$ cat config.mk
export PLATFORM = sky130hd
export DESIGN_NAME = layer1_buf_ctrl_flat
export DESIGN_NICKNAME = d
export VERILOG_FILES = /design/src/rtl/layer1_buf_ctrl_pkg.sv /design/src/rtl/layer1_buf_ctrl_if.sv /design/src/rtl/layer1_buf_ctrl_rr_arb2.sv /design/src/rtl/layer1_buf_ctrl.sv /design/src/flat_wrapper.sv
export SDC_FILE = /design/constraint.sdc
export NUM_CORES = 1
export LEC_CHECK = 0
export CORE_AREA = 8 8 276 278
export CTS_CLUSTER_SIZE = 20
export DETAILED_ROUTE_END_ITERATION = 16
export DIE_AREA = 0 0 284 286
export GPL_TIMING_DRIVEN = 0
export SYNTH_ARGS = -nofsm -noshare
export SYNTH_HDL_FRONTEND = slang
export SYNTH_SLANG_ARGS = --single-unit
$ cat constraint.sdc
create_clock -name clk -period 3.5 [get_ports clk]
set_input_delay 0.35 -clock clk [delete_from_list [all_inputs] [get_ports clk]]
set_output_delay 0.35 -clock clk [all_outputs]
set_load 0.02 [all_outputs]
$ cat src/rtl/layer1_buf_ctrl_pkg.sv
// Shared constants and bundle types for the layer1 buffer controller.
// Imported by the interface, the arbiter and the top.
package layer1_buf_pkg;

    localparam int ADDR_W = 10;
    localparam int DATA_W = 128;
    localparam int DEPTH  = 912;

    localparam logic [ADDR_W-1:0] LAST_ADDR = ADDR_W'(DEPTH - 1);

    typedef struct packed {
        logic              req;
        logic [ADDR_W-1:0] addr;
    } rd_req_t;

    typedef struct packed {
        logic              valid;
        logic              id;
        logic [DATA_W-1:0] data;
    } rd_rsp_t;

    function automatic logic in_range(input logic [ADDR_W-1:0] a);
        return a < ADDR_W'(DEPTH);
    endfunction

endpackage

$ cat src/rtl/layer1_buf_ctrl_if.sv
// Producer write port, two read requesters and the read response.
// master = clients, slave = the buffer controller.
interface layer1_buf_ctrl_if;
    import layer1_buf_pkg::*;

    logic              wr_valid;
    logic              wr_ready;
    logic [ADDR_W-1:0] wr_addr;
    logic [DATA_W-1:0] wr_data;

    logic              r0_req;
    logic [ADDR_W-1:0] r0_addr;
    logic              r0_gnt;
    logic              r1_req;
    logic [ADDR_W-1:0] r1_addr;
    logic              r1_gnt;

    logic              rd_valid;
    logic              rd_id;
    logic [DATA_W-1:0] rd_data;

    modport master (
        output wr_valid, wr_addr, wr_data,
        output r0_req, r0_addr, r1_req, r1_addr,
        input  wr_ready, r0_gnt, r1_gnt,
        input  rd_valid, rd_id, rd_data
    );

    modport slave (
        input  wr_valid, wr_addr, wr_data,
        input  r0_req, r0_addr, r1_req, r1_addr,
        output wr_ready, r0_gnt, r1_gnt,
        output rd_valid, rd_id, rd_data
    );

endinterface

$ cat src/rtl/layer1_buf_ctrl_rr_arb2.sv
// Two-way round-robin arbiter; priority flips only when a grant is issued.
// ptr_q = 0 gives requester 0 priority on a tie.
module rr_arb2 (
    input  logic       clk,
    input  logic       rst_n,
    input  logic       clear,
    input  logic [1:0] elig,
    output logic [1:0] gnt
);

    logic ptr_q;
    logic ptr_d;

    always_comb begin
        gnt   = 2'b00;
        ptr_d = ptr_q;
        unique case (elig)
            2'b01:   gnt = 2'b01;
            2'b10:   gnt = 2'b10;
            2'b11:   gnt = ptr_q ? 2'b10 : 2'b01;
            default: gnt = 2'b00;
        endcase
        if (gnt[0]) begin
            ptr_d = 1'b1;
        end
        if (gnt[1]) begin
            ptr_d = 1'b0;
        end
        if (clear) begin
            ptr_d = 1'b0;
        end
    end

    always_ff @(posedge clk or negedge rst_n) begin
        if (!rst_n) begin
            ptr_q <= 1'b0;
        end else begin
            ptr_q <= ptr_d;
        end
    end

endmodule

$ cat src/rtl/layer1_buf_ctrl.sv
// Layer1 buffer controller: write port A, round-robin shared read port B,
// A/B same-address collision avoidance, frame fill counter and range errors.
module layer1_buf_ctrl
    import layer1_buf_pkg::*;
(
    input  logic              clk,
    input  logic              rst_n,
    input  logic              clear,
    layer1_buf_ctrl_if.slave  bus,
    output logic              frame_done,
    output logic [ADDR_W-1:0] wr_cnt,
    output logic              err_oor,
    output logic              sram_oea,
    output logic              sram_oeb,
    output logic              sram_wean,
    output logic              sram_webn,
    output logic [ADDR_W-1:0] sram_a,
    output logic [ADDR_W-1:0] sram_b,
    output logic [DATA_W-1:0] sram_dia,
    output logic [DATA_W-1:0] sram_dib,
    input  logic [DATA_W-1:0] sram_dob
);

    logic              active;
    logic              wr_acc;
    logic              wr_ok;
    logic              wr_bad;
    rd_req_t           rq0;
    rd_req_t           rq1;
    logic [1:0]        elig;
    logic [1:0]        gnt;
    logic              rd_any;
    logic [ADDR_W-1:0] sel_addr;
    logic              rd_ok;
    logic              rd_bad;
    rd_rsp_t           rsp;

    logic [ADDR_W-1:0] a_q, a_d;
    logic [ADDR_W-1:0] b_q, b_d;
    logic [DATA_W-1:0] dia_q, dia_d;
    logic [ADDR_W-1:0] cnt_q, cnt_d;
    logic              fd_q, fd_d;
    logic              err_q, err_d;
    logic              rv_q, rv_d;
    logic              rid_q, rid_d;

    // Reset gating keeps every strobe quiet while rst_n is low.
    assign active = rst_n & ~clear;
    assign wr_acc = bus.wr_valid & active;
    assign wr_ok  = wr_acc & in_range(bus.wr_addr);
    assign wr_bad = wr_acc & ~in_range(bus.wr_addr);

    assign rq0 = '{req: bus.r0_req, addr: bus.r0_addr};
    assign rq1 = '{req: bus.r1_req, addr: bus.r1_addr};

    // A read of the address being written waits a cycle for the new data.
    always_comb begin
        elig    = 2'b00;
        elig[0] = rq0.req & active & ~(wr_acc & (rq0.addr == bus.wr_addr));
        elig[1] = rq1.req & active & ~(wr_acc & (rq1.addr == bus.wr_addr));
    end

    rr_arb2 u_arb (
        .clk   (clk),
        .rst_n (rst_n),
        .clear (clear),
        .elig  (elig),
        .gnt   (gnt)
    );

    assign rd_any   = |gnt;
    assign sel_addr = gnt[1] ? rq1.addr : rq0.addr;
    assign rd_ok    = rd_any & in_range(sel_addr);
    assign rd_bad   = rd_any & ~in_range(sel_addr);

    assign bus.wr_ready = wr_acc;
    assign bus.r0_gnt   = gnt[0];
    assign bus.r1_gnt   = gnt[1];

    assign sram_oea  = 1'b0;
    assign sram_wean = ~wr_ok;
    assign sram_a    = wr_ok ? bus.wr_addr : a_q;
    assign sram_dia  = wr_ok ? bus.wr_data : dia_q;
    assign sram_webn = 1'b1;
    assign sram_dib  = '0;
    assign sram_oeb  = rd_ok;
    assign sram_b    = rd_ok ? sel_addr : b_q;

    always_comb begin
        a_d   = sram_a;
        dia_d = sram_dia;
        b_d   = sram_b;
        rv_d  = rd_ok;
        rid_d = rd_ok & gnt[1];
    end

    always_comb begin
        cnt_d = cnt_q;
        fd_d  = 1'b0;
        unique case (1'b1)
            clear: begin
                cnt_d = '0;
            end
            wr_ok && (cnt_q == LAST_ADDR): begin
                cnt_d = '0;
                fd_d  = 1'b1;
            end
            wr_ok && (cnt_q != LAST_ADDR): begin
                cnt_d = cnt_q + ADDR_W'(1);
            end
            default: begin
                cnt_d = cnt_q;
            end
        endcase
    end

    always_comb begin
        err_d = err_q | wr_bad | rd_bad;
        if (clear) begin
            err_d = 1'b0;
        end
    end

    always_comb begin
        rsp       = '0;
        rsp.valid = rv_q;
        rsp.id    = rid_q;
        rsp.data  = rv_q ? sram_dob : '0;
    end

    assign bus.rd_valid = rsp.valid;
    assign bus.rd_id    = rsp.id;
    assign bus.rd_data  = rsp.data;

    assign frame_done = fd_q;
    assign wr_cnt     = cnt_q;
    assign err_oor    = err_q;

    always_ff @(posedge clk or negedge rst_n) begin
        if (!rst_n) begin
            a_q   <= '0;
            b_q   <= '0;
            dia_q <= '0;
            cnt_q <= '0;
            fd_q  <= 1'b0;
            err_q <= 1'b0;
            rv_q  <= 1'b0;
            rid_q <= 1'b0;
        end else begin
            a_q   <= a_d;
            b_q   <= b_d;
            dia_q <= dia_d;
            cnt_q <= cnt_d;
            fd_q  <= fd_d;
            err_q <= err_d;
            rv_q  <= rv_d;
            rid_q <= rid_d;
        end
    end

endmodule

$ cat src/flat_wrapper.sv
// flat-port wrapper written by rule: the top's interface ports become plain ports
module layer1_buf_ctrl_flat import layer1_buf_pkg::*;
  (clk, rst_n, clear, frame_done, wr_cnt, err_oor, sram_oea, sram_oeb, sram_wean, sram_webn, sram_a, sram_b, sram_dia, sram_dib, sram_dob, bus_wr_valid, bus_wr_addr, bus_wr_data, bus_r0_req, bus_r0_addr, bus_r1_req, bus_r1_addr, bus_wr_ready, bus_r0_gnt, bus_r1_gnt, bus_rd_valid, bus_rd_id, bus_rd_data);
  layer1_buf_ctrl_if bus_i ();
  input  logic clk;
  input  logic rst_n;
  input  logic clear;
  output logic frame_done;
  output logic [ADDR_W-1:0] wr_cnt;
  output logic err_oor;
  output logic sram_oea;
  output logic sram_oeb;
  output logic sram_wean;
  output logic sram_webn;
  output logic [ADDR_W-1:0] sram_a;
  output logic [ADDR_W-1:0] sram_b;
  output logic [DATA_W-1:0] sram_dia;
  output logic [DATA_W-1:0] sram_dib;
  input  logic [DATA_W-1:0] sram_dob;
  input wire logic [$bits(bus_i.wr_valid)-1:0] bus_wr_valid;
  input wire logic [$bits(bus_i.wr_addr)-1:0] bus_wr_addr;
  input wire logic [$bits(bus_i.wr_data)-1:0] bus_wr_data;
  input wire logic [$bits(bus_i.r0_req)-1:0] bus_r0_req;
  input wire logic [$bits(bus_i.r0_addr)-1:0] bus_r0_addr;
  input wire logic [$bits(bus_i.r1_req)-1:0] bus_r1_req;
  input wire logic [$bits(bus_i.r1_addr)-1:0] bus_r1_addr;
  output wire logic [$bits(bus_i.wr_ready)-1:0] bus_wr_ready;
  output wire logic [$bits(bus_i.r0_gnt)-1:0] bus_r0_gnt;
  output wire logic [$bits(bus_i.r1_gnt)-1:0] bus_r1_gnt;
  output wire logic [$bits(bus_i.rd_valid)-1:0] bus_rd_valid;
  output wire logic [$bits(bus_i.rd_id)-1:0] bus_rd_id;
  output wire logic [$bits(bus_i.rd_data)-1:0] bus_rd_data;
  assign bus_i.wr_valid = bus_wr_valid;
  assign bus_i.wr_addr = bus_wr_addr;
  assign bus_i.wr_data = bus_wr_data;
  assign bus_i.r0_req = bus_r0_req;
  assign bus_i.r0_addr = bus_r0_addr;
  assign bus_i.r1_req = bus_r1_req;
  assign bus_i.r1_addr = bus_r1_addr;
  assign bus_wr_ready = bus_i.wr_ready;
  assign bus_r0_gnt = bus_i.r0_gnt;
  assign bus_r1_gnt = bus_i.r1_gnt;
  assign bus_rd_valid = bus_i.rd_valid;
  assign bus_rd_id = bus_i.rd_id;
  assign bus_rd_data = bus_i.rd_data;
  layer1_buf_ctrl u_core (.clk(clk), .rst_n(rst_n), .clear(clear), .bus(bus_i), .frame_done(frame_done), .wr_cnt(wr_cnt), .err_oor(err_oor), .sram_oea(sram_oea), .sram_oeb(sram_oeb), .sram_wean(sram_wean), .sram_webn(sram_webn), .sram_a(sram_a), .sram_b(sram_b), .sram_dia(sram_dia), .sram_dib(sram_dib), .sram_dob(sram_dob));
endmodule
After elaboration in Yosys (flattened, before gate mapping)
Cells that the tools add are included.
Word-level totals
  bits in registers: 163
  input port bits: 292
  logic and storage cells: 59
Cells by class
  add/subtract/negate cells: 1
  $lt $le $gt $ge: 2
  eq/ne operators: 7
  mux-type cells: 13
  bitwise operators: 21
  reduce and logical (&&, ||, !) cells: 6
Operators by type and width (count)
  $mux W128: 2
  $mux W10: 3
  $eq A10 B10 Y1: 2
  $lt A10 B10 Y1 const B: 2
  $pmux W10 S2: 1
  $and A1 B1 Y1: 13
  $add A10 B1 Y10 const B: 1
  $eq A10 B10 Y1 const B: 1
  $ne A10 B10 Y1 const B: 1
  $not A1 Y1: 6
  $pmux W2 S3: 1
  $mux W1: 5
  $eq A2 B2 Y1 const B: 2
  $reduce_or A2 Y1: 2
  $reduce_bool A3 Y1: 1
  $eq A2 B1 Y1 const B: 1
  $logic_and A1 B1 Y1: 2
  $mux W2: 1
  $or A1 B1 Y1: 2
  $reduce_bool A2 Y1: 1

Longest topological paths before layout
Gate-level depths: netlist of the first run.
  depth in word-level cells: 14
  gate-level depth with buffers: 9
  gate-level depth less buffers: 7

Cells and area by module
A second synthesis of the first run with hierarchy kept.
Second synthesis, totals
  cells, all modules: 1011
  area total of the unflattened synthesis: 8559.5 sq um
By module, submodules not included
  layer1_buf_ctrl: times used 1, cells an instance 1005, area each 8495.6 sq um, sequential area each 4053.9 sq um
  rr_arb2: times used 1, cells an instance 6, area each 63.8 sq um, sequential area each 25.0 sq um

Worst setup path before layout of the first run
Ideal clock, no wire load.
  path type: input-to-output
  from: input bus_wr_addr[8]
  to: output sram_b[5]
  arrival: 2346 ps
  setup slack: 804 ps
  cell stages on the path: 9
  buffers on the path: 2
  cells stage by stage: buf_2 xor2_1 nor4_1 a311o_1 nand4_2 inv_2 buf_6 nor2_1 o32ai_1
Between the ends
  word-level cells in the longest chain between the ends: 10
  elaborated cells on any way between the ends: 17
  those cells by class: order compare: 1; eq/ne: 5; mux: 3; bitwise: 7; reduce/logical: 1
Ends and longest elaborated chain
  from (decl): RTL line flat_wrapper.sv:21  | input wire logic [$bits(bus_i.wr_addr)-1:0] bus_wr_addr;
  $eq A10 B10 Y1 (on tied branches): RTL line layer1_buf_ctrl.sv:59, layer1_buf_ctrl.sv:60
  $and A1 B1 Y1 (on tied branches): RTL line layer1_buf_ctrl.sv:59, layer1_buf_ctrl.sv:60
  $not A1 Y1 (on tied branches): RTL line layer1_buf_ctrl.sv:59, layer1_buf_ctrl.sv:60
  $and A1 B1 Y1 (on tied branches): RTL line layer1_buf_ctrl.sv:59, layer1_buf_ctrl.sv:60
  $eq A2 B2 Y1 / $eq A2 B1 Y1 (equally long branches): RTL line layer1_buf_ctrl_rr_arb2.sv:17  | unique case (elig)
  $pmux W2 S3 (*): RTL line layer1_buf_ctrl_rr_arb2.sv:17
  named net bus_r1_gnt: RTL line flat_wrapper.sv:29  | output wire logic [$bits(bus_i.r1_gnt)-1:0] bus_r1_gnt;
  $mux W10: RTL line layer1_buf_ctrl.sv:72  | assign sel_addr = gnt[1] ? rq1.addr : rq0.addr;
  $lt A10 B10 Y1: RTL line layer1_buf_ctrl_pkg.sv:23  | return a < ADDR_W'(DEPTH);
  $and A1 B1 Y1: RTL line layer1_buf_ctrl.sv:73  | assign rd_ok = rd_any & in_range(sel_addr);
  $mux W10 (*): RTL line layer1_buf_ctrl.sv:87  | assign sram_b = rd_ok ? sel_addr : b_q;
  to (decl): RTL line flat_wrapper.sv:16  | output logic [ADDR_W-1:0] sram_b;
The timed path passes the listed nets; every way through them passes the cells marked *.

Worst setup path in the final report of the first run
  from: input bus_wr_addr[2]
  to: output sram_b[6]
Between the ends
  word-level cells in the longest chain between the ends: 10
  elaborated cells on any way between the ends: 17
  those cells by class: order compare: 1; eq/ne: 5; mux: 3; bitwise: 7; reduce/logical: 1
Ends and longest elaborated chain (RTL line)
  $eq A10 B10 Y1 (on tied branches): layer1_buf_ctrl.sv:59, layer1_buf_ctrl.sv:60
  $and A1 B1 Y1 (on tied branches): layer1_buf_ctrl.sv:59, layer1_buf_ctrl.sv:60
  $not A1 Y1 (on tied branches): layer1_buf_ctrl.sv:59, layer1_buf_ctrl.sv:60
  $and A1 B1 Y1 (on tied branches): layer1_buf_ctrl.sv:59, layer1_buf_ctrl.sv:60
  $eq A2 B2 Y1 / $eq A2 B1 Y1 (equally long branches): layer1_buf_ctrl_rr_arb2.sv:17
  $pmux W2 S3 (*): layer1_buf_ctrl_rr_arb2.sv:17
  $mux W10: layer1_buf_ctrl.sv:72
  $lt A10 B10 Y1: layer1_buf_ctrl_pkg.sv:23
  $and A1 B1 Y1: layer1_buf_ctrl.sv:73
  $mux W10 (*): layer1_buf_ctrl.sv:87
Mark *: on every way between the ends. The rest lies on a longest branch, timed or not.

==> report_table.html, run 1 <==
<table>
<tr><th>Metric</th><th>Value</th></tr>
<tr><th colspan="2">Logic synthesis</th></tr>
<tr><td>Warnings, synthesis</td><td>0</td></tr>
<tr><td>Dominant cells by area after synthesis</td><td>sky130_fd_sc_hd__dfrtp_1 48%, sky130_fd_sc_hd__nand2_1 18%, sky130_fd_sc_hd__buf_4 11%</td></tr>
<tr><td>Post-Syn Instances</td><td>1,011</td></tr>
<tr><td>Portion of netlist area occupied by mux cells</td><td>0.02668</td></tr>
<tr><td>Flip-flop and latch count after synthesis</td><td>163</td></tr>
<tr><td>Share of synthesized registers carrying an async set or reset</td><td>1.000</td></tr>
<tr><td>Number of enable-type register cells in the synthesized netlist</td><td>0</td></tr>
<tr><td>Adder and majority cell fraction of the synthesized area</td><td>0.001458</td></tr>
<tr><td>Simple-gate area share of the yosys netlist</td><td>0.3052</td></tr>
<tr><td>Combinational family with the most area after synthesis</td><td>simple AND/OR/NAND/NOR gates</td></tr>
<tr><td>Ys flop type</td><td>sky130_fd_sc_hd__dfrtp_1</td></tr>
<tr><td>Mean instance size in the synthesized netlist</td><td>8.487 um2</td></tr>
<tr><td>Complex-gate fraction of the synthesized area</td><td>0.02523</td></tr>
<tr><td>Area of the mapped netlist</td><td>8581 um2</td></tr>
<tr><td>Library cell occupying the most area in the post-synthesis netlist</td><td>sky130_fd_sc_hd__dfrtp_1</td></tr>
<tr><td>Distinct cell type count of the synthesized netlist</td><td>46</td></tr>
<tr><td>Sequential share of the synthesized area</td><td>0.4754</td></tr>
<tr><td>Share of the synthesized area in the top cell type</td><td>0.4754</td></tr>
<tr><td>XOR/XNOR share of the synthesized area</td><td>0.02348</td></tr>
<tr><th colspan="2">Min path</th></tr>
<tr><td>Worst min-delay path startpoint</td><td>rst_n</td></tr>
<tr><td>Hold Path End</td><td>u_core.u_arb.ptr_q$_DFFE_PN0P_</td></tr>
<tr><td>Worst hold stages</td><td>3</td></tr>
<tr><td>Worst min-delay path category</td><td>in2reg</td></tr>
<tr><th colspan="2">Timing</th></tr>
<tr><td>Measured slew at the worst slew-check pin</td><td>0.8893 ns</td></tr>
<tr><td>Count of endpoints failing setup in the final report</td><td>0</td></tr>
<tr><td>Number of failing hold endpoints at the final stage</td><td>0</td></tr>
<tr><td>Final critical path time including I/O delays and setup</td><td>3.426 ns</td></tr>
<tr><td>Setup slack of the critical path after layout</td><td>0.07355 ns</td></tr>
<tr><td>Worst hold margin</td><td>0.2632 ns</td></tr>
<tr><td>Max frequency</td><td>0.2918 GHz</td></tr>
<tr><td>Worst-case clock skew</td><td>0.01813 ns</td></tr>
<tr><td>Unrepaired setup endpoints after global routing</td><td>false</td></tr>
<tr><td>Relative slew margins</td><td>0.4050</td></tr>
<tr><td>Max Transition Viols Final</td><td>0</td></tr>
<tr><td>Share of the clock period used by the worst path</td><td>0.9790</td></tr>
<tr><th colspan="2">Global routing</th></tr>
<tr><td>Initial antenna violation count</td><td>20</td></tr>
<tr><td>GR Overflow Total</td><td>0</td></tr>
<tr><td>Largest net degree at the start of global routing</td><td>97</td></tr>
<tr><td>Global-route wire length before repair</td><td>75,970 um</td></tr>
<tr><td>Via count of the first global-routing pass</td><td>9,587</td></tr>
<tr><td>Total routing resource utilization after global routing</td><td>0.1309</td></tr>
<tr><th colspan="2">Worst setup path</th></tr>
<tr><td>Critical path capture point type</td><td>output port</td></tr>
<tr><td>Launching element type of the critical path</td><td>input port</td></tr>
<tr><td>CP Data Required Time</td><td>3.15 ns</td></tr>
<tr><td>Slack of the worst reg-to-reg path</td><td>1.00 ns</td></tr>
<tr><td>Reg-to-reg endpoint</td><td>u_core.wr_cnt[6]$_DFFE_PN0P_</td></tr>
<tr><td>RR Startpoint</td><td>u_core.wr_cnt[0]$_DFFE_PN0P_</td></tr>
<tr><td>Max Fanout on Critical Path</td><td>10</td></tr>
<tr><td>Worst EP arrival</td><td>3.08 ns</td></tr>
<tr><td>R2R depth</td><td>8</td></tr>
<tr><td>Crit Path Class</td><td>in2out</td></tr>
<tr><th colspan="2">Layout</th></tr>
<tr><td>Area growth from synthesis to final layout</td><td>97.89%</td></tr>
<tr><td>Post-layout utilization of the core</td><td>0.2355</td></tr>
<tr><td>Filler Cell Count</td><td>7,958</td></tr>
<tr><td>Share of final-layout standard cells stronger than drive strength 1</td><td>0.1300</td></tr>
<tr><td>Non-filler cells, final</td><td>2,734</td></tr>
<tr><td>Final net count</td><td>2,042</td></tr>
<tr><td>Final standard cell area without fillers</td><td>16,980 um2</td></tr>
<tr><th colspan="2">Detailed routing</th></tr>
<tr><td>Detail-routed via count per cell</td><td>3.328</td></tr>
<tr><td>First DRT Iteration DRCs</td><td>395</td></tr>
<tr><td>Routed Wire Length</td><td>55,360 um</td></tr>
<tr><td>Count of unresolved DRC violations after routing</td><td>0</td></tr>
<tr><td>Iteration count of the initial detailed-routing pass</td><td>4</td></tr>
<tr><td>Routed Antenna Nets</td><td>0</td></tr>
<tr><td>Per-cell routed wire length</td><td>20.25 um</td></tr>
<tr><td>Total vias in the final route</td><td>9,099</td></tr>
<tr><th colspan="2">Outcome</th></tr>
<tr><td>Result of the run</td><td>completed</td></tr>
<tr><th colspan="2">Floorplan</th></tr>
<tr><td>Initial core utilization</td><td>0.1190</td></tr>
<tr><td>Number of primary I/O pins</td><td>717</td></tr>
<tr><td>Die extent in y</td><td>286 um</td></tr>
<tr><td>Floorplan core area</td><td>72,090 um2</td></tr>
<tr><td>Cell Rows</td><td>99</td></tr>
<tr><td>Die outline width</td><td>284 um</td></tr>
<tr><td>Floorplan die area</td><td>81,220 um2</td></tr>
<tr><th colspan="2">Place</th></tr>
<tr><td>Post-place setup slack</td><td>-1.796 ns</td></tr>
<tr><td>Placer Congestion</td><td>0.9170</td></tr>
<tr><td>Half-perimeter wire length of the detailed placement result</td><td>47,210 um</td></tr>
<tr><td>Instance count after placement with tap cells included</td><td>2,683</td></tr>
<tr><td>IO buf count</td><td>584</td></tr>
<tr><td>Post-place instance area</td><td>16,140 um2</td></tr>
<tr><th colspan="2">Power</th></tr>
<tr><td>Largest vdd supply drop</td><td>0.3157 mV</td></tr>
<tr><td>PwrDens</td><td>412.1 nW/um2</td></tr>
<tr><td>Static leakage</td><td>7.864 nW</td></tr>
<tr><th colspan="2">CTS</th></tr>
<tr><td>TritonCTS buffer count</td><td>17</td></tr>
<tr><td>Clock slew at the register clock pins of the worst setup and hold paths</td><td>0.08 ns</td></tr>
<tr><td>Clock Root Buffer</td><td>sky130_fd_sc_hd__clkbuf_16</td></tr>
<tr><td>Clock tree from TritonCTS</td><td>yes</td></tr>
<tr><td>Largest buffer count on any clock path</td><td>2</td></tr>
<tr><td>Clock tree sinks</td><td>163</td></tr>
<tr><td>H-tree levels</td><td>4</td></tr>
<tr><td>Source-to-sink clock delay at the later pin of the worst-skew pair</td><td>0.47 ns</td></tr>
<tr><th colspan="2">Flow run</th></tr>
<tr><td>Max-capacitance violation count</td><td>0</td></tr>
</table>
through the flow:
stage          TNS [ns]  total power, W
2_1_floorplan         0        0.003508
3_3_place_gp   -3371.19        0.004917
3_5_place_dp    -243.91        0.004928
4_1_cts               0        0.007152
5_1_grt               0        0.007374
6_report              0        0.006998
state kept, by name (all words and copies together), names as in the netlist:
register / flops
u_core.dia_q: 128
u_core.err_oor: 1
u_core.bus.rd_id: 1
u_core.frame_done: 1
u_core.u_arb.ptr_q: 1
u_core.a_q: 10
u_core.b_q: 10
u_core.bus.rd_valid: 1
u_core.wr_cnt: 10
how the worst max path moves through the flow:
stage / slack (ns) / startpoint / to
floorplan: 0.80 / bus_wr_addr[8] / sram_b[5]
global placement: -8.67 / rst_n / sram_dia[126]
detailed placement: -1.80 / bus_wr_addr[4] / sram_dia[126]
CTS: 0.03 / bus_wr_addr[4] / sram_dia[67]
global route: 0.002 / bus_wr_valid / sram_b[6]
finish: 0.07 / bus_wr_addr[2] / sram_b[6]
cell families (layout without fill, tap and decap cells):
group,Yosys count,count (layout)
XOR/XNOR,23,23
adder cells (fa/ha/maj),1,1
buffers and inverters,189,812
AO/OA/AOI/OAI,29,29
multiplexers,16,16
other,2,143
flip-flops,163,163
AND/OR/NAND/NOR,588,588
power by group:
part           switching (W)  total [W]  internal (W)
logic                0.00139    0.00261       0.00122
registers          0.0000809    0.00227       0.00219
clock network       0.000969    0.00212       0.00115
metal layers:
metal | share of wire | GRT usage | vias up
met3 | 0.091 | 0.05340 | 59
met5 | 0 | 0 | -
met2 | 0.54 | 0.2495 | 465
li1 | - | - | 4363
met4 | 0.013 | 0.02719 | 0
met1 | 0.36 | 0.1330 | 4212
cell type report:
| type | instances | area (um2) | share of cell area |
|---|---|---|---|
| clock inverter | 14 | 190.2 | 0.01120 |
| tap | 959 | 1200 | 0.07067 |
| clock buffer | 18 | 429.2 | 0.02527 |
| antenna | 13 | 32.53 | 0.001916 |
| multi-input combinational | 787 | 3820 | 0.2250 |
| buffer | 179 | 1237 | 0.07288 |
| timing repair buffer | 592 | 5958 | 0.3509 |
| sequential | 163 | 4079 | 0.2402 |
| inverter | 9 | 33.78 | 0.001990 |
layout by cell type (no fill, tap or decap), types with 9 or more instances in the layout:
cell                              Yosys  layout
sky130_fd_sc_hd__and2_1             128     128
sky130_fd_sc_hd__buf_4              130     134
sky130_fd_sc_hd__clkbuf_1            45      19
sky130_fd_sc_hd__clkbuf_16            0      17
sky130_fd_sc_hd__clkbuf_2             1      19
sky130_fd_sc_hd__clkdlybuf4s50_1      0     565
sky130_fd_sc_hd__conb_1               2     130
sky130_fd_sc_hd__dfrtp_1            163     163
sky130_fd_sc_hd__diode_2              0      13
sky130_fd_sc_hd__dlygate4sd2_1        0      15
sky130_fd_sc_hd__mux2_4              13      13
sky130_fd_sc_hd__nand2_1            414     414
sky130_fd_sc_hd__nand3_1              9       9
sky130_fd_sc_hd__nor2_1              15      15
sky130_fd_sc_hd__o21ai_0             11      11
sky130_fd_sc_hd__xor2_1              22      22
synth_stat cells, types with 2 or more instances:
cell	n
sky130_fd_sc_hd__and2_1	128
sky130_fd_sc_hd__a31oi_1	2
sky130_fd_sc_hd__inv_2	2
sky130_fd_sc_hd__conb_1	2
sky130_fd_sc_hd__dfrtp_1	163
sky130_fd_sc_hd__nor2b_1	2
sky130_fd_sc_hd__nor4_1	4
sky130_fd_sc_hd__mux2_2	3
sky130_fd_sc_hd__mux2_4	13
sky130_fd_sc_hd__buf_6	2
sky130_fd_sc_hd__nand4_1	2
sky130_fd_sc_hd__xor2_1	22
sky130_fd_sc_hd__nor3_1	4
sky130_fd_sc_hd__buf_4	130
sky130_fd_sc_hd__o21ai_0	11
sky130_fd_sc_hd__and3_1	4
sky130_fd_sc_hd__nor2_1	15
sky130_fd_sc_hd__o22a_1	2
sky130_fd_sc_hd__clkbuf_1	45
sky130_fd_sc_hd__buf_2	2
sky130_fd_sc_hd__nand3_1	9
sky130_fd_sc_hd__nand2_1	414
sky130_fd_sc_hd__inv_1	7
critical path, stage by stage:
cell and delay, ns:
sky130_fd_sc_hd__clkdlybuf4s50_1 0.60, sky130_fd_sc_hd__xor2_1 0.34, sky130_fd_sc_hd__nor4_2 0.08, sky130_fd_sc_hd__a311o_1 0.39
sky130_fd_sc_hd__nand4_4 0.15, sky130_fd_sc_hd__inv_2 0.08, sky130_fd_sc_hd__buf_6 0.16, sky130_fd_sc_hd__mux2_4 0.30
sky130_fd_sc_hd__mux2_4 0.27, sky130_fd_sc_hd__dlygate4sd2_1 0.34
timing repair:
item	4_1_cts	5_1_grt
pin swaps	1	2
buffers inserted	5	0
hold buffers	2	0
resized for setup	57	11
hold endpoints to repair	67	0
setup endpoints to repair	182	45
Note: power is estimated with default switching activity, not from simulation.
==> run 2, diff against run 1 <==
--- a/config.mk
+++ b/config.mk
@@ -5,10 +5,11 @@
 export SDC_FILE = /design/constraint.sdc
 export NUM_CORES = 1
 export LEC_CHECK = 0
-export CORE_AREA = 8 8 276 278
+export ABC_AREA = 1
+export CORE_AREA = 8 8 269 271
 export CTS_CLUSTER_SIZE = 20
 export DETAILED_ROUTE_END_ITERATION = 16
-export DIE_AREA = 0 0 284 286
+export DIE_AREA = 0 0 277 279
 export GPL_TIMING_DRIVEN = 0
 export SYNTH_ARGS = -nofsm -noshare
 export SYNTH_HDL_FRONTEND = slang
==> report_table.html, run 2 <==
<table>
<tr><th>Metric</th><th>Value</th></tr>
<tr><th colspan="2">Outcome</th></tr>
<tr><td>Result of the run</td><td>completed</td></tr>
<tr><th colspan="2">Logic synthesis</th></tr>
<tr><td>Share of the synthesized area in the top cell type</td><td>0.4581 (-0.01723)</td></tr>
<tr><td>Area of the mapped netlist</td><td>8904 um2 (+3.8%)</td></tr>
<tr><td>Most numerous cell in the Yosys netlist</td><td>sky130_fd_sc_hd__nand2_1</td></tr>
<tr><td>Number of enable-type register cells in the synthesized netlist</td><td>0 (unchanged)</td></tr>
<tr><td>Sequential share of the synthesized area</td><td>0.4581 (-0.01723)</td></tr>
<tr><td>Ys flop type</td><td>sky130_fd_sc_hd__dfrtp_1</td></tr>
<tr><td>Flip-flop and latch count after synthesis</td><td>163 (unchanged)</td></tr>
<tr><td>Post-Syn Instances</td><td>1,235 (+22%)</td></tr>
<tr><td>Dominant cells by area after synthesis</td><td>sky130_fd_sc_hd__dfrtp_1 46%, sky130_fd_sc_hd__nand2_1 26%, sky130_fd_sc_hd__buf_4 11%</td></tr>
<tr><td>Mean instance size in the synthesized netlist</td><td>7.209 um2 (-15%)</td></tr>
<tr><td>Library cell occupying the most area in the post-synthesis netlist</td><td>sky130_fd_sc_hd__dfrtp_1</td></tr>
<tr><td>Share of synthesized registers carrying an async set or reset</td><td>1.000 (unchanged)</td></tr>
<tr><td>Top cell types by occurrence after synthesis</td><td>612 x sky130_fd_sc_hd__nand2_1, 169 x sky130_fd_sc_hd__inv_1, 163 x sky130_fd_sc_hd__dfrtp_1</td></tr>
<tr><td>Warnings, synthesis</td><td>0 (unchanged)</td></tr>
<tr><td>Distinct cell type count of the synthesized netlist</td><td>32 (-30%)</td></tr>
<tr><th colspan="2">CTS</th></tr>
<tr><td>Setup fix buffers added after clock tree synthesis</td><td>0 (-5)</td></tr>
<tr><td>Clock Root Buffer</td><td>sky130_fd_sc_hd__clkbuf_16</td></tr>
<tr><td>Clock tree sinks</td><td>163 (unchanged)</td></tr>
<tr><td>Clock slew at the register clock pins of the worst setup and hold paths</td><td>0.07 ns (about the same)</td></tr>
<tr><td>TritonCTS buffer count</td><td>17 (unchanged)</td></tr>
<tr><td>Clock tree from TritonCTS</td><td>yes</td></tr>
<tr><td>Largest buffer count on any clock path</td><td>2 (unchanged)</td></tr>
<tr><td>H-tree levels</td><td>4 (unchanged)</td></tr>
<tr><td>Source-to-sink clock delay at the later pin of the worst-skew pair</td><td>0.48 ns (about the same)</td></tr>
<tr><th colspan="2">Power</th></tr>
<tr><td>Largest vdd supply drop</td><td>0.4055 mV (+28%)</td></tr>
<tr><td>PwrDens</td><td>399.6 nW/um2 (-3.0%)</td></tr>
<tr><td>Static leakage</td><td>9.073 nW (+15%)</td></tr>
<tr><th colspan="2">Layout</th></tr>
<tr><td>Most common cell after layout, fill and taps aside</td><td>sky130_fd_sc_hd__nand2_1</td></tr>
<tr><td>Flip-flop count of the largest register after layout</td><td>128 (unchanged)</td></tr>
<tr><td>Post-layout utilization of the core</td><td>0.2514 (+0.01586)</td></tr>
<tr><td>Most frequent cells in the layout</td><td>611 x sky130_fd_sc_hd__nand2_1, 569 x sky130_fd_sc_hd__clkdlybuf4s50_1, 168 x sky130_fd_sc_hd__inv_1, 163 x sky130_fd_sc_hd__dfrtp_1, 131 x sky130_fd_sc_hd__buf_4</td></tr>
<tr><td>Area growth from synthesis to final layout</td><td>91.96%</td></tr>
<tr><td>Final net count</td><td>2,263 (+11%)</td></tr>
<tr><td>Register name with the most flops</td><td>u_core.dia_q</td></tr>
<tr><td>Share of final-layout standard cells stronger than drive strength 1</td><td>0.1125 (-0.01751)</td></tr>
<tr><th colspan="2">Floorplan</th></tr>
<tr><td>Die extent in y</td><td>279 um (-2.4%)</td></tr>
<tr><td>Floorplan die area</td><td>77,280 um2 (-4.9%)</td></tr>
<tr><td>Initial core utilization</td><td>0.1310 (+0.01194)</td></tr>
<tr><td>Die outline width</td><td>277 um (-2.5%)</td></tr>
<tr><td>Floorplan core area</td><td>67,990 um2 (-5.7%)</td></tr>
<tr><td>Number of primary I/O pins</td><td>717 (unchanged)</td></tr>
<tr><td>Cell Rows</td><td>96 (-3.0%)</td></tr>
<tr><th colspan="2">Timing</th></tr>
<tr><td>Final critical path time including I/O delays and setup</td><td>3.290 ns (-0.1367 ns)</td></tr>
<tr><td>Unrepaired setup endpoints after global routing</td><td>false</td></tr>
<tr><td>Worst-case clock skew</td><td>0.004778 ns (-0.01335 ns)</td></tr>
<tr><td>Relative slew margins</td><td>0.4955 (+0.09053)</td></tr>
<tr><td>Measured slew at the worst slew-check pin</td><td>0.7568 ns (-0.1325 ns)</td></tr>
<tr><td>Count of endpoints failing setup in the final report</td><td>0 (unchanged)</td></tr>
<tr><td>Max Transition Viols Final</td><td>0 (unchanged)</td></tr>
<tr><td>Max frequency</td><td>0.3040 GHz (+4.2%)</td></tr>
<tr><td>Number of failing hold endpoints at the final stage</td><td>0 (unchanged)</td></tr>
<tr><td>Worst hold margin</td><td>0.3569 ns (+0.09368 ns)</td></tr>
<tr><td>Share of the clock period used by the worst path</td><td>0.9399 (-0.03906)</td></tr>
<tr><th colspan="2">Worst setup path</th></tr>
<tr><td>Max Fanout on Critical Path</td><td>10 (unchanged)</td></tr>
<tr><td>Crit Path Class</td><td>in2out</td></tr>
<tr><td>Worst EP arrival</td><td>2.94 ns (-0.14 ns)</td></tr>
<tr><td>Launching element type of the critical path</td><td>input port</td></tr>
<tr><td>CP Data Required Time</td><td>3.15 ns (about the same)</td></tr>
<tr><td>Critical path capture point type</td><td>output port</td></tr>
<tr><th colspan="2">Detailed routing</th></tr>
<tr><td>Count of unresolved DRC violations after routing</td><td>0 (unchanged)</td></tr>
<tr><td>Total vias in the final route</td><td>9,483 (+4.2%)</td></tr>
<tr><td>Routed Antenna Nets</td><td>0 (unchanged)</td></tr>
<tr><td>Routed Wire Length</td><td>48,520 um (-12%)</td></tr>
<tr><td>Per-cell routed wire length</td><td>16.91 um (-17%)</td></tr>
<tr><td>Detail-routed via count per cell</td><td>3.304 (-0.72%)</td></tr>
<tr><td>Iteration count of the initial detailed-routing pass</td><td>4 (unchanged)</td></tr>
<tr><td>First DRT Iteration DRCs</td><td>470 (+19%)</td></tr>
<tr><th colspan="2">Global routing</th></tr>
<tr><td>Total routing resource utilization after global routing</td><td>0.1222 (-0.008686)</td></tr>
<tr><td>Via count of the first global-routing pass</td><td>9,622 (+0.37%)</td></tr>
<tr><td>Global-route wire length before repair</td><td>69,130 um (-9.0%)</td></tr>
<tr><td>GR Overflow Total</td><td>0 (unchanged)</td></tr>
<tr><td>Largest net degree at the start of global routing</td><td>105 (+8.2%)</td></tr>
<tr><td>Initial antenna violation count</td><td>17 (-15%)</td></tr>
<tr><th colspan="2">Place</th></tr>
<tr><td>Placer Congestion</td><td>0.8508 (-7.2%)</td></tr>
<tr><td>Half-perimeter wire length of the detailed placement result</td><td>42,190 um (-11%)</td></tr>
<tr><td>IO buf count</td><td>586 (+0.34%)</td></tr>
<tr><th colspan="2">Flow run</th></tr>
<tr><td>Max-capacitance violation count</td><td>0 (unchanged)</td></tr>
<tr><th colspan="2">Min path</th></tr>
<tr><td>Worst min-delay path category</td><td>in2reg</td></tr>
</table>
## run 2: cell types whose count changed after synthesis, moves of 4 or more
cell,delta
sky130_fd_sc_hd__nand2_1,+198
sky130_fd_sc_hd__inv_1,+162
sky130_fd_sc_hd__and2_1,-128
sky130_fd_sc_hd__xor2_1,-18
sky130_fd_sc_hd__nand2_2,+14
sky130_fd_sc_hd__mux2_4,-13
sky130_fd_sc_hd__o21ai_0,+9
sky130_fd_sc_hd__nand3_1,+8
sky130_fd_sc_hd__nand2_4,+4
sky130_fd_sc_hd__nand3b_1,+4
sky130_fd_sc_hd__nor4_1,-4
sky130_fd_sc_hd__xnor2_1,+4
## run 2: worst paths after layout
| path | start | endpoint | slack (ns) | cells after the start |
|---|---|---|---|---|
| worst max-delay path | bus_wr_addr[4] | sram_dia[116] | 0.21 | 10 |
| worst min-delay path | rst_n | u_core.err_oor$_DFF_PN0_ | 0.36 | 5 |
| worst max register to register | u_core.wr_cnt[0]$_DFFE_PN0P_ | u_core.wr_cnt[7]$_DFFE_PN0P_ | 1.45 | 7 |
| worst min register to register | u_core.b_q[0]$_DFF_PN0_ | u_core.b_q[0]$_DFF_PN0_ | 0.47 | 2 |
| max in group asynchronous | rst_n | u_core.dia_q[35]$_DFF_PN0_ | 2.21 | 3 |
| min in group asynchronous | rst_n | u_core.wr_cnt[5]$_DFFE_PN0P_ | 0.69 | 3 |
## run 2: layout make-up
class,instances,area (um2)
repair buffers,589,5943
inverters,171,641.9
fillers,7456,50890
flip-flops and latches,163,4079
plain buffers,177,1232
multi-input cells,851,3485
clock inverters,14,155.1
clock buffers,18,439.2
well taps,882,1104
diodes,5,12.51
## run 2: cell families after synthesis
family                     count (synthesis)  share of synthesized area
xor gates and xnor gates                   9                   0.008853
other                                      2                  0.0008435
adders and majority gates                  1                   0.001405
AOI/OAI and AO/OA                         29                    0.01869
buffers and inverters                    349                     0.2053
DFF                                      163                     0.4581
and+or+nand+nor                          682                     0.3068
## run 2: through the flow
step | setup TNS, ns | total power (W) | cells | area (um2) | setup slack (ns)
final | 0 | 0.006830 | 2870 | 17090 | 0.2103
after global routing | 0 | 0.007229 | 2869 | 17090 | 0.01827
after CTS | 0 | 0.006971 | 2866 | 17050 | 0.01535
after detailed placement | -135.33 | 0.004965 | 2832 | 16390 | -1.199
after global placement | -2940.02 | 0.004957 | 2831 | 16350 | -7.374
after floorplan | 0 | 0.003538 | 1363 | 9384 | 1.310
## run 2: what timing repair did
item	4_1_cts	5_1_grt
endpoints found under the hold margin	59	0
endpoints found under the setup margin	149	71
resized for setup	38	28
hold buffers	2	0
## run 2: power breakdown
part	switching, W	internal (W)	leakage [nW]
clock network	0.000953	0.000973	0.286
logic	0.00143	0.00121	6.73
registers	0.0000823	0.00218	2.06
## run 2: routing by layer
metal | GRT usage | up-vias | wire length (um)
li1 | - | 4831 | -
met2 | 0.2178 | 409 | 25060
met1 | 0.1305 | 4183 | 18440
met5 | 0 | - | 13
met3 | 0.04708 | 58 | 3956
met4 | 0.04569 | 2 | 1054
## run 2: worst max-delay path: stages
cell and delay, ns:
sky130_fd_sc_hd__clkdlybuf4s50_1 0.51, sky130_fd_sc_hd__inv_1 0.12, sky130_fd_sc_hd__nand3_1 0.09, sky130_fd_sc_hd__nand4_1 0.16
sky130_fd_sc_hd__nand2_4 0.21, sky130_fd_sc_hd__clkbuf_4 0.30, sky130_fd_sc_hd__clkbuf_2 0.31, sky130_fd_sc_hd__nand2_1 0.09
sky130_fd_sc_hd__nand2_1 0.15, sky130_fd_sc_hd__clkdlybuf4s50_1 0.63
==> run 3, diff against run 2 <==
==> constraint.sdc (replaced) <==
create_clock -name clk -period 3.8 [get_ports clk]
set_input_delay 0.38 -clock clk [delete_from_list [all_inputs] [get_ports clk]]
set_output_delay 0.38 -clock clk [all_outputs]
set_load 0.02 [all_outputs]
==> report_table.html, run 3 (synthesis results as in run 2) <==
<table>
<tr><th>Metric</th><th>Value</th></tr>
<tr><th colspan="2">Layout</th></tr>
<tr><td>Most common cell after layout, fill and taps aside</td><td>sky130_fd_sc_hd__nand2_1</td></tr>
<tr><td>Most frequent cells in the layout</td><td>611 x sky130_fd_sc_hd__nand2_1, 572 x sky130_fd_sc_hd__clkdlybuf4s50_1, 168 x sky130_fd_sc_hd__inv_1, 163 x sky130_fd_sc_hd__dfrtp_1, 131 x sky130_fd_sc_hd__buf_4</td></tr>
<tr><td>Post-layout utilization of the core</td><td>0.2512 (about the same)</td></tr>
<tr><td>Area growth from synthesis to final layout</td><td>91.82% (about the same)</td></tr>
<tr><td>Final net count</td><td>2,264 (+0.044%)</td></tr>
<tr><td>Flip-flop count of the largest register after layout</td><td>128 (unchanged)</td></tr>
<tr><td>Share of final-layout standard cells stronger than drive strength 1</td><td>0.1124 (about the same)</td></tr>
<tr><td>Register name with the most flops</td><td>u_core.dia_q</td></tr>
<tr><th colspan="2">Detailed routing</th></tr>
<tr><td>Per-cell routed wire length</td><td>16.90 um (about the same)</td></tr>
<tr><td>Total vias in the final route</td><td>9,464 (-0.20%)</td></tr>
<tr><td>Routed Antenna Nets</td><td>0 (unchanged)</td></tr>
<tr><td>Routed Wire Length</td><td>48,550 um (about the same)</td></tr>
<tr><td>Iteration count of the initial detailed-routing pass</td><td>4 (unchanged)</td></tr>
<tr><td>Detail-routed via count per cell</td><td>3.295 (-0.27%)</td></tr>
<tr><td>Count of unresolved DRC violations after routing</td><td>0 (unchanged)</td></tr>
<tr><td>First DRT Iteration DRCs</td><td>440 (-6.4%)</td></tr>
<tr><th colspan="2">CTS</th></tr>
<tr><td>Source-to-sink clock delay at the later pin of the worst-skew pair</td><td>0.47 ns (about the same)</td></tr>
<tr><td>H-tree levels</td><td>4 (unchanged)</td></tr>
<tr><td>Setup fix buffers added after clock tree synthesis</td><td>0 (unchanged)</td></tr>
<tr><td>Clock Root Buffer</td><td>sky130_fd_sc_hd__clkbuf_16</td></tr>
<tr><td>Clock slew at the register clock pins of the worst setup and hold paths</td><td>0.07 ns (about the same)</td></tr>
<tr><td>Clock tree sinks</td><td>163 (unchanged)</td></tr>
<tr><td>TritonCTS buffer count</td><td>17 (unchanged)</td></tr>
<tr><td>Clock tree from TritonCTS</td><td>yes</td></tr>
<tr><td>Largest buffer count on any clock path</td><td>2 (unchanged)</td></tr>
<tr><th colspan="2">Min path</th></tr>
<tr><td>Worst min-delay path category</td><td>in2reg</td></tr>
<tr><th colspan="2">Floorplan</th></tr>
<tr><td>Number of primary I/O pins</td><td>717 (unchanged)</td></tr>
<tr><td>Initial core utilization</td><td>0.1310 (unchanged)</td></tr>
<tr><td>Floorplan core area</td><td>67,990 um2 (unchanged)</td></tr>
<tr><td>Floorplan die area</td><td>77,280 um2 (unchanged)</td></tr>
<tr><td>Die outline width</td><td>277 um (unchanged)</td></tr>
<tr><td>Die extent in y</td><td>279 um (unchanged)</td></tr>
<tr><td>Cell Rows</td><td>96 (unchanged)</td></tr>
<tr><th colspan="2">Global routing</th></tr>
<tr><td>Initial antenna violation count</td><td>17 (unchanged)</td></tr>
<tr><td>Largest net degree at the start of global routing</td><td>105 (unchanged)</td></tr>
<tr><td>Met3 routing resource usage after global routing</td><td>0.04675 (-0.0003339)</td></tr>
<tr><td>Via count of the first global-routing pass</td><td>9,626 (+0.042%)</td></tr>
<tr><td>Met2 layer usage reported by global route</td><td>0.2174 (-0.0003181)</td></tr>
<tr><td>Total routing resource utilization after global routing</td><td>0.1221 (about the same)</td></tr>
<tr><td>Global-route layer with the greatest usage</td><td>met2</td></tr>
<tr><td>Global-route wire length before repair</td><td>69,120 um (about the same)</td></tr>
<tr><td>GR Overflow Total</td><td>0 (unchanged)</td></tr>
<tr><td>Met1 track demand over resource</td><td>0.1307 (+0.0002534)</td></tr>
<tr><th colspan="2">Timing</th></tr>
<tr><td>Unrepaired setup endpoints after global routing</td><td>false</td></tr>
<tr><td>Final critical path time including I/O delays and setup</td><td>3.609 ns</td></tr>
<tr><td>Worst-case clock skew</td><td>0.004996 ns (+0.0002178 ns)</td></tr>
<tr><td>Relative slew margins</td><td>0.4945 (-0.0009900)</td></tr>
<tr><td>Share of the clock period used by the worst path</td><td>0.9498</td></tr>
<tr><td>Max Transition Viols Final</td><td>0 (unchanged)</td></tr>
<tr><td>Worst hold margin</td><td>0.2625 ns (-0.09444 ns)</td></tr>
<tr><td>Max frequency</td><td>0.2771 GHz</td></tr>
<tr><td>Number of failing hold endpoints at the final stage</td><td>0 (unchanged)</td></tr>
<tr><td>Measured slew at the worst slew-check pin</td><td>0.7583 ns (+0.001486 ns)</td></tr>
<tr><td>Count of endpoints failing setup in the final report</td><td>0 (unchanged)</td></tr>
<tr><th colspan="2">Place</th></tr>
<tr><td>Half-perimeter wire length of the detailed placement result</td><td>42,190 um (unchanged)</td></tr>
<tr><td>IO buf count</td><td>586 (unchanged)</td></tr>
<tr><td>Placer Congestion</td><td>0.8508 (unchanged)</td></tr>
<tr><th colspan="2">Worst setup path</th></tr>
<tr><td>Max Fanout on Critical Path</td><td>10 (unchanged)</td></tr>
<tr><td>Slack of the worst reg-to-reg path</td><td>1.77 ns (+0.32 ns)</td></tr>
<tr><td>Crit Path Class</td><td>in2out</td></tr>
<tr><td>Launching element type of the critical path</td><td>input port</td></tr>
<tr><td>Critical path capture point type</td><td>output port</td></tr>
<tr><td>Worst EP arrival</td><td>3.23 ns (+0.29 ns)</td></tr>
<tr><td>CP Data Required Time</td><td>3.42 ns (+0.27 ns)</td></tr>
<tr><th colspan="2">Power</th></tr>
<tr><td>Static leakage</td><td>9.064 nW (about the same)</td></tr>
<tr><td>PwrDens</td><td>368.5 nW/um2 (-7.8%)</td></tr>
<tr><td>Total design power</td><td>0.006293 W (-7.9%)</td></tr>
<tr><td>Largest vdd supply drop</td><td>0.3772 mV (-7.0%)</td></tr>
<tr><th colspan="2">Outcome</th></tr>
<tr><td>Result of the run</td><td>completed</td></tr>
<tr><th colspan="2">Flow run</th></tr>
<tr><td>Max-capacitance violation count</td><td>0 (unchanged)</td></tr>
</table>
==> run 3: changes by cell type in the layout (fill, tap and decap cells not counted), sizes merged <==
cell	delta
clkdlybuf4s50	+3
diode	+1
dlygate4sd2	-2
clkdlybuf4s15	-1
clkbuf	+3
buf	-2
==> run 3: worst paths after layout <==
kind	from	end	cells past startpoint
setup / recovery	rst_n	sram_dia[18]	11
hold / removal	clear	u_core.err_oor$_DFF_PN0_	2
setup reg to reg	u_core.wr_cnt[0]$_DFFE_PN0P_	u_core.wr_cnt[7]$_DFFE_PN0P_	7
hold reg to reg	u_core.b_q[0]$_DFF_PN0_	u_core.b_q[0]$_DFF_PN0_	2
max in group asynchronous	rst_n	u_core.dia_q[35]$_DFF_PN0_	3
min in group asynchronous	rst_n	u_core.wr_cnt[5]$_DFFE_PN0P_	3
==> run 3: timing repair <==
item | in CTS | in global routing
setup endpoints to repair | 130 | 67
hold buffers | 2 | 0
pin swaps | 0 | 0
gates resized for setup | 30 | 20
endpoints found under the hold margin | 59 | 0
==> run 3: final cells by class <==
type                       instances  area, um2
antenna                            6      15.01
buffer                           178       1220
clock buffer                      18      439.2
clock inverter                    14      155.1
fill                            7464      50910
inverter                         171      641.9
multi-input combinational        851       3480
sequential                       163       4079
tap                              882       1104
timing repair buffer             589       5946
==> run 3: routing by layer <==
metal | wire (um) | share of wire | up-vias
li1 | - | - | 4829
met1 | 18410 | 0.38 | 4169
met2 | 25070 | 0.52 | 407
met3 | 4008 | 0.083 | 57
met4 | 1043 | 0.021 | 2
met5 | 13 | 0.00027 | -
==> run 3: per-stage QoR <==
stage | setup TNS [ns] | setup slack [ns] | instances | area [um2]
floorplan | 0 | 1.550 | 1363 | 9384
global placement | -2815.28 | -7.134 | 2831 | 16350
CTS | 0 | 0.009455 | 2866 | 17040
global route | 0 | 0.002284 | 2870 | 17070
finish | 0 | 0.1908 | 2872 | 17080
detailed placement | -87.98 | -0.9591 | 2832 | 16390
==> run 3: critical path: stages <==
cell and delay, ns:
sky130_fd_sc_hd__dlygate4sd3_1 0.56, sky130_fd_sc_hd__buf_8 0.15, sky130_fd_sc_hd__nand2_4 0.09, sky130_fd_sc_hd__nor2_8 0.12, sky130_fd_sc_hd__nand2_2 0.21, sky130_fd_sc_hd__inv_2 0.19
sky130_fd_sc_hd__clkbuf_4 0.30, sky130_fd_sc_hd__clkbuf_2 0.32, sky130_fd_sc_hd__nand2_1 0.15, sky130_fd_sc_hd__nand2_1 0.11, sky130_fd_sc_hd__clkdlybuf4s50_1 0.63
==> run 3: power by group <==
part / internal (W) / switching [W]
combinational: 0.00112 / 0.00131
sequential: 0.00201 / 0.0000757
clock: 0.000897 / 0.000880
